File: config.mk
export PLATFORM = sky130hd
export DESIGN_NAME = fetch_queue_flat
export DESIGN_NICKNAME = d
export VERILOG_FILES = /design/src/rtl/fetch_queue_if.sv /design/src/rtl/fetch_queue.sv /design/src/flat_wrapper.sv
export SDC_FILE = /design/constraint.sdc
export NUM_CORES = 1
export LEC_CHECK = 0
export CAP_MARGIN = 25
export CELL_PAD_IN_SITES_DETAIL_PLACEMENT = 0
export CELL_PAD_IN_SITES_GLOBAL_PLACEMENT = 1
export CORE_ASPECT_RATIO = 1.5
export CORE_MARGIN = 3
export CORE_UTILIZATION = 46
export DETAILED_ROUTE_END_ITERATION = 12
export GPL_ROUTABILITY_DRIVEN = 0
export PLACE_DENSITY = 0.79
export RECOVER_POWER = 50
export SETUP_SLACK_MARGIN = 0.02
export SYNTH_ARGS = -nofsm -noshare
export SYNTH_HDL_FRONTEND = slang
export SYNTH_SLANG_ARGS = --single-unit
export TNS_END_PERCENT = 10
File: constraint.sdc
create_clock -name clk -period 3.7 [get_ports clk]
set_input_delay 0.555 -clock clk [delete_from_list [all_inputs] [get_ports clk]]
set_output_delay 0.555 -clock clk [all_outputs]
set_load 0.05 [all_outputs]
File: src/rtl/fetch_queue_if.sv
// Fetch-stage bus bundle: instruction-memory request/response and the decode-side valid/ready handshake.
interface fetch_queue_if #(
   parameter int ADDR_W  = 64,
   parameter int INSTR_W = 32
);
   logic               imem_req_F;
   logic [ADDR_W-1:0]  imem_addr_F;
   logic [INSTR_W-1:0] imem_rdata_F;
   logic               instr_valid_D;
   logic               instr_ready_D;
   logic [INSTR_W-1:0] instr_D;
   logic [ADDR_W-1:0]  pc_D;

   modport master (
      output imem_req_F, imem_addr_F, instr_valid_D, instr_D, pc_D,
      input  imem_rdata_F, instr_ready_D
   );

   modport slave (
      input  imem_req_F, imem_addr_F, instr_valid_D, instr_D, pc_D,
      output imem_rdata_F, instr_ready_D
   );
endinterface

File: src/rtl/fetch_queue.sv
// Instruction fetch queue: sequential PC fetch into a DEPTH-entry buffer with redirect/flush.
// Optional performance counters are enabled by defining FETCH_QUEUE_PERF_EN.
module fetch_queue #(
   parameter int               ADDR_W   = 64,
   parameter int               INSTR_W  = 32,
   parameter int               DEPTH    = 4,
   parameter logic [ADDR_W-1:0] RESET_PC = '0
) (
   input  logic              clk,
   input  logic              reset,
   input  logic              PCSrc_F,
   input  logic [ADDR_W-1:0] PCBranch_F,
   fetch_queue_if.master     bus,
   output logic [31:0]       perf_fetched,
   output logic [31:0]       perf_flushes
);
   localparam int PTR_W  = $clog2(DEPTH);
   localparam int CNT_W  = PTR_W + 1;
   localparam int LOAD_W = CNT_W + 1;
   localparam logic [LOAD_W-1:0] DEPTH_L = LOAD_W'(DEPTH);

   localparam logic [1:0] S_IDLE = 2'd0;
   localparam logic [1:0] S_RUN  = 2'd1;
   localparam logic [1:0] S_FULL = 2'd2;

   logic [1:0]         state, state_n;
   logic [ADDR_W-1:0]  pc, inflight_pc;
   logic               inflight;
   logic [PTR_W-1:0]   wr_ptr, rd_ptr;
   logic [CNT_W-1:0]   count, count_n;
   logic [LOAD_W-1:0]  load_free, load_n;
   logic               pop, push, issue;

   logic [INSTR_W-1:0] instr_mem [DEPTH];
   logic [ADDR_W-1:0]  pc_mem    [DEPTH];

   // A pop this cycle frees a slot for a request issued in the same cycle.
   assign pop       = bus.instr_valid_D & bus.instr_ready_D;
   assign push      = inflight & ~PCSrc_F;
   assign load_free = LOAD_W'(count) + LOAD_W'(inflight) - LOAD_W'(pop);
   assign issue     = (state == S_RUN) & ~PCSrc_F & (load_free < DEPTH_L);
   assign count_n   = count + CNT_W'(push) - CNT_W'(pop);
   assign load_n    = LOAD_W'(count_n) + LOAD_W'(issue);

   assign bus.imem_req_F    = issue;
   assign bus.imem_addr_F   = pc;
   assign bus.instr_valid_D = (count != '0);
   assign bus.instr_D       = instr_mem[rd_ptr];
   assign bus.pc_D          = pc_mem[rd_ptr];

   always_comb begin
      state_n = state;
      case (state)
         S_IDLE:  state_n = S_RUN;
         S_RUN:   if (load_n >= DEPTH_L) state_n = S_FULL;
         S_FULL:  if (load_n < DEPTH_L) state_n = S_RUN;
         default: state_n = S_IDLE;
      endcase
      if (PCSrc_F) state_n = S_RUN;
   end

   // A redirect overrides push, pop and issue: everything buffered or in flight is dropped.
   always_ff @(posedge clk or negedge reset) begin
      if (!reset) begin
         state       <= S_IDLE;
         pc          <= RESET_PC;
         inflight    <= 1'b0;
         inflight_pc <= RESET_PC;
         wr_ptr      <= '0;
         rd_ptr      <= '0;
         count       <= '0;
      end else begin
         state <= state_n;
         if (PCSrc_F) begin
            pc       <= PCBranch_F;
            inflight <= 1'b0;
            wr_ptr   <= '0;
            rd_ptr   <= '0;
            count    <= '0;
         end else begin
            count    <= count_n;
            inflight <= issue;
            if (push) wr_ptr <= wr_ptr + PTR_W'(1);
            if (pop)  rd_ptr <= rd_ptr + PTR_W'(1);
            if (issue) begin
               inflight_pc <= pc;
               pc          <= pc + ADDR_W'(4);
            end
         end
      end
   end

   always_ff @(posedge clk) begin
      if (push) begin
         instr_mem[wr_ptr] <= bus.imem_rdata_F;
         pc_mem[wr_ptr]    <= inflight_pc;
      end
   end

`ifdef FETCH_QUEUE_PERF_EN
   always_ff @(posedge clk or negedge reset) begin
      if (!reset) begin
         perf_fetched <= '0;
         perf_flushes <= '0;
      end else if (PCSrc_F) begin
         perf_flushes <= perf_flushes + 32'd1;
      end else if (push) begin
         perf_fetched <= perf_fetched + 32'd1;
      end
   end
`else
   assign perf_fetched = '0;
   assign perf_flushes = '0;
`endif
endmodule

File: src/flat_wrapper.sv
// flat-port wrapper written by rule: the top's interface ports become plain ports
module fetch_queue_flat 
#(
   parameter int               ADDR_W   = 64,
   parameter int               INSTR_W  = 32,
   parameter int               DEPTH    = 4,
   parameter logic [ADDR_W-1:0] RESET_PC = '0
)
  (clk, reset, PCSrc_F, PCBranch_F, perf_fetched, perf_flushes, bus_imem_req_F, bus_imem_addr_F, bus_instr_valid_D, bus_instr_D, bus_pc_D, bus_imem_rdata_F, bus_instr_ready_D);
  fetch_queue_if #(.ADDR_W(ADDR_W), .INSTR_W(INSTR_W)) bus_i ();
  input  logic clk;
  input  logic reset;
  input  logic PCSrc_F;
  input  logic [ADDR_W-1:0] PCBranch_F;
  output logic [31:0] perf_fetched;
  output logic [31:0] perf_flushes;
  output wire logic [$bits(bus_i.imem_req_F)-1:0] bus_imem_req_F;
  output wire logic [$bits(bus_i.imem_addr_F)-1:0] bus_imem_addr_F;
  output wire logic [$bits(bus_i.instr_valid_D)-1:0] bus_instr_valid_D;
  output wire logic [$bits(bus_i.instr_D)-1:0] bus_instr_D;
  output wire logic [$bits(bus_i.pc_D)-1:0] bus_pc_D;
  input wire logic [$bits(bus_i.imem_rdata_F)-1:0] bus_imem_rdata_F;
  input wire logic [$bits(bus_i.instr_ready_D)-1:0] bus_instr_ready_D;
  assign bus_imem_req_F = bus_i.imem_req_F;
  assign bus_imem_addr_F = bus_i.imem_addr_F;
  assign bus_instr_valid_D = bus_i.instr_valid_D;
  assign bus_instr_D = bus_i.instr_D;
  assign bus_pc_D = bus_i.pc_D;
  assign bus_i.imem_rdata_F = bus_imem_rdata_F;
  assign bus_i.instr_ready_D = bus_instr_ready_D;
  fetch_queue #(.ADDR_W(ADDR_W), .INSTR_W(INSTR_W), .DEPTH(DEPTH), .RESET_PC(RESET_PC)) u_core (.clk(clk), .reset(reset), .PCSrc_F(PCSrc_F), .PCBranch_F(PCBranch_F), .bus(bus_i), .perf_fetched(perf_fetched), .perf_flushes(perf_flushes));
endmodule
==> impl_metrics.ini <==
[setup_path]
cp_top_family = simple AND/OR/NAND/NOR gates
required_ns = 3.14
r2r_start = u_core.count[0]
worstPathArrival_ns = 3.02
cp_slowest_stage_delay_ns = 0.40
startpoint_type = flip-flop
crit_fanout = 5
path_class = flip-flop to primary output
worstPathBufferInverterCount = 4
crit_top_cell = ha_1
slowest_stage = or3_1
path_cells = or3_1 > and2_4 > ha_1 > inv_1 > ha_1 > and3b_2 > buf_4 > o211a_4 > nor2_4 > inv_2 > buf_8
crit_path_start = u_core.count[0]
end_kind = primary output

[power_and_ir_drop]
p_sw_frac = 0.342
clockPowerShare = 0.253
pwr-share-comb = 0.326
pwr_density_cell_nw_per_um2 = 729
p_switching_uw = 6550
peakVddDrop_mv = 0.374
p_leak_uw = 0.00899
power.internal_uw = 12600
p_seq_frac = 0.420

[die]
fp.coreArea_sq_um = 45300
rows = 95
initial_core_util = 0.470
die_h_microns = 270
die_x_microns = 182
io_pins = 326
die-area_sq_um = 49000

[sta]
final_period_minus_worst_setup_slack_ns = 3.57
rsz0062_at_grt = no
finalCritPeriodShare = 0.966
fmax_mhz = 280
relSlewSlack = -0.593
worst_slack_ns = 0.126
worst_pin_slew_ns = 2.39
fin_skew_ns = 0.0256
hold_viol = 0
whs_ns = 0.509
drv_slew = 195
setup_viol = 0

[synth]
synth-warning-count = 0
synthCells = 1247
synth.top_cell.area_share = 0.541
syn-cell-area_sq_um = 21300
synth-edff-count = 384
ys_ff_latch = 522
async_flop_share = 0.264
ys_seq_area_frac = 0.703
synthFlopType = edfxtp_1
synth_area_leader_cell = edfxtp_1
yosysUniqueCellTypes = 59
syn_area_per_cell_sq_um = 17.1
netlist_top_cells_area = edfxtp_1 (54%), dfrtp_1 (16%), mux4_2 (10%), mux2_2 (3.0%), buf_4 (2.3%)

[flow_run]
cap_violations = 5

[placement]
placedInstanceArea_sq_um = 24700
hpwl_microns = 33400
dp_slack_ns = 0.114
place_inst = 2073
io_buffers = 261

[layout]
fill_cells = 3481
fin_cells = 2170
final_util = 0.580
final_cell_mix = edfxtp_1 (384), clkdlybuf4s50_1 (226), dfrtp_1 (135)
fin_area_sq_um = 26300
final_nets = 1657
final_layout_size_suffix_gt1_frac = 0.191
seq_area_sq_um = 15000
multi_input_area_sq_um = 5770
mostFrequentLayoutCell = edfxtp_1
area_growth_syn_to_layout_pct = 23.3

[cts]
clk_pin_slew_worst_paths_ns = 0.07
clk_latency_ns = 0.57
cts_root_buf = clkbuf_16
cts_tree = built
clkSinkCount = 522
cts_made_buffers = 46
htreeDepth = 2
cts_buffer_depth = 3

[outcome]
status = complete, but fails checks
violations = capacitance limit, slew limit

[drt]
vias_per_cell = 5.52
initialDrtViolationCount = 820
dr_wl_met3_microns = 2720
top_layer = met4
drtPass1Iterations = 5
vias = 12000
routedWlPerCell_microns = 23.4
drc = 0
ant_nets = 0
routed_wl_microns = 50900
wl_met2_microns = 26800
drt-met1-wl_microns = 19800

[global_route]
grt_pass1_wl_microns = 77000
gr-total-overflow = 0
grt_max_degree = 84
track_usage = 0.205
antenna_found_initial = 4
grt_pass1_vias = 12400

[hold_path]
min_from = u_core.inflight_pc[30]
worstHoldPathType = flip-flop to flip-flop
-- layer usage --
layer,track usage,vias to the layer above
met5,0,-
met1,0.262,6156
met2,0.359,400
met4,0.0658,0
met3,0.0306,74
li1,-,5338
-- synthesized netlist by cell type (8+ instances only) --
cell	n
a2111oi_2	8
a211oi_1	11
a31oi_1	21
and3_1	15
buf_1	9
buf_4	65
clkbuf_1	43
dfrtp_1	138
edfxtp_1	384
ha_1	10
inv_1	25
mux2_2	57
mux4_2	96
nand2_1	81
nand3_1	24
nand4_1	18
nor2_1	32
nor3_1	8
o211ai_1	8
o21ai_0	38
o21ai_1	18
o31ai_1	8
or3_1	9
or4_1	11
xnor2_1	29
xor2_1	9
-- power groups by stage --
stage	clock network (uW)	logic (uW)	registers, uW
floorplan	0	4150	8200
global route	5190	6580	8160
finish	4850	6250	8060
global placement	0	6220	8090
CTS	4970	6310	8060
detailed placement	0	6270	8180
-- per-stage QoR --
stage          setup TNS [ns]  total power [uW]
5_1_grt                     0             19900
2_1_floorplan          -31.47             12300
3_5_place_dp                0             14500
6_report                    0             19200
3_3_place_gp                0             14300
4_1_cts                     0             19300
-- worst reg2reg max path, delay by kind of cell, from the launching register on --
kind / cells / cell delay (ns)
AOI/OAI and AO/OA: 1 / 0.35
xor gates and xnor gates: 1 / 0.10
buffers and inverters: 2 / 0.28
DFF: 1 / 0.39
muxes: 1 / 0.27
and+or+nand+nor: 4 / 1.47
adders and majority gates: 2 / 0.39
-- worst paths after layout --
kind,endpoint,slack (ns),depth (start not counted)
setup reg to reg,u_core.bus.imem_addr_F[13],0.34,11
max in group asynchronous,u_core.inflight_pc[11],1.16,2
hold / removal,u_core.pc_mem[3][30],0.51,0
hold reg to reg,u_core.pc_mem[3][30],0.51,0
min in group asynchronous,u_core.bus.imem_addr_F[1],0.67,1
setup / recovery,bus_imem_req_F,0.13,11
-- area by class of cell --
class | instances | area share
clock inverter | 22 | 0.0101
timing repair buffer | 311 | 0.119
inverter | 26 | 0.00372
multi-input combinational | 639 | 0.220
sequential | 522 | 0.571
clock buffer | 64 | 0.0483
antenna | 4 | 0.000381
tap | 582 | 0.0277
-- registers in the layout, indices dropped and copies added, names as in the netlist --
register	count
u_core.wr_ptr	2
u_core.inflight_pc	64
u_core.count	3
u_core.rd_ptr	2
u_core.inflight	1
u_core.bus.imem_addr_F	64
u_core.state	2
u_core.pc_mem	256
u_core.instr_mem	128
-- repair_timing --
action / CTS / global route
pin swaps: 1 / 3
hold buffers: 0 / 0
setup buffers: 2 / 5
setup endpoints to repair: 1 / 1
gates resized for setup: 3 / 6
-- kinds of logic (layout without fill, tap and decap cells) --
kind of cell,count (synthesis),count (layout),share of synthesized area
other,1,68,0.000176
AOI/OAI and AO/OA,139,139,0.0464
muxes,155,155,0.133
xor gates and xnor gates,38,38,0.0156
adders and majority gates,11,11,0.00681
and+or+nand+nor,232,232,0.0566
buffers and inverters,149,423,0.0384
DFF,522,522,0.703
Power figures use the tool's default switching activity.
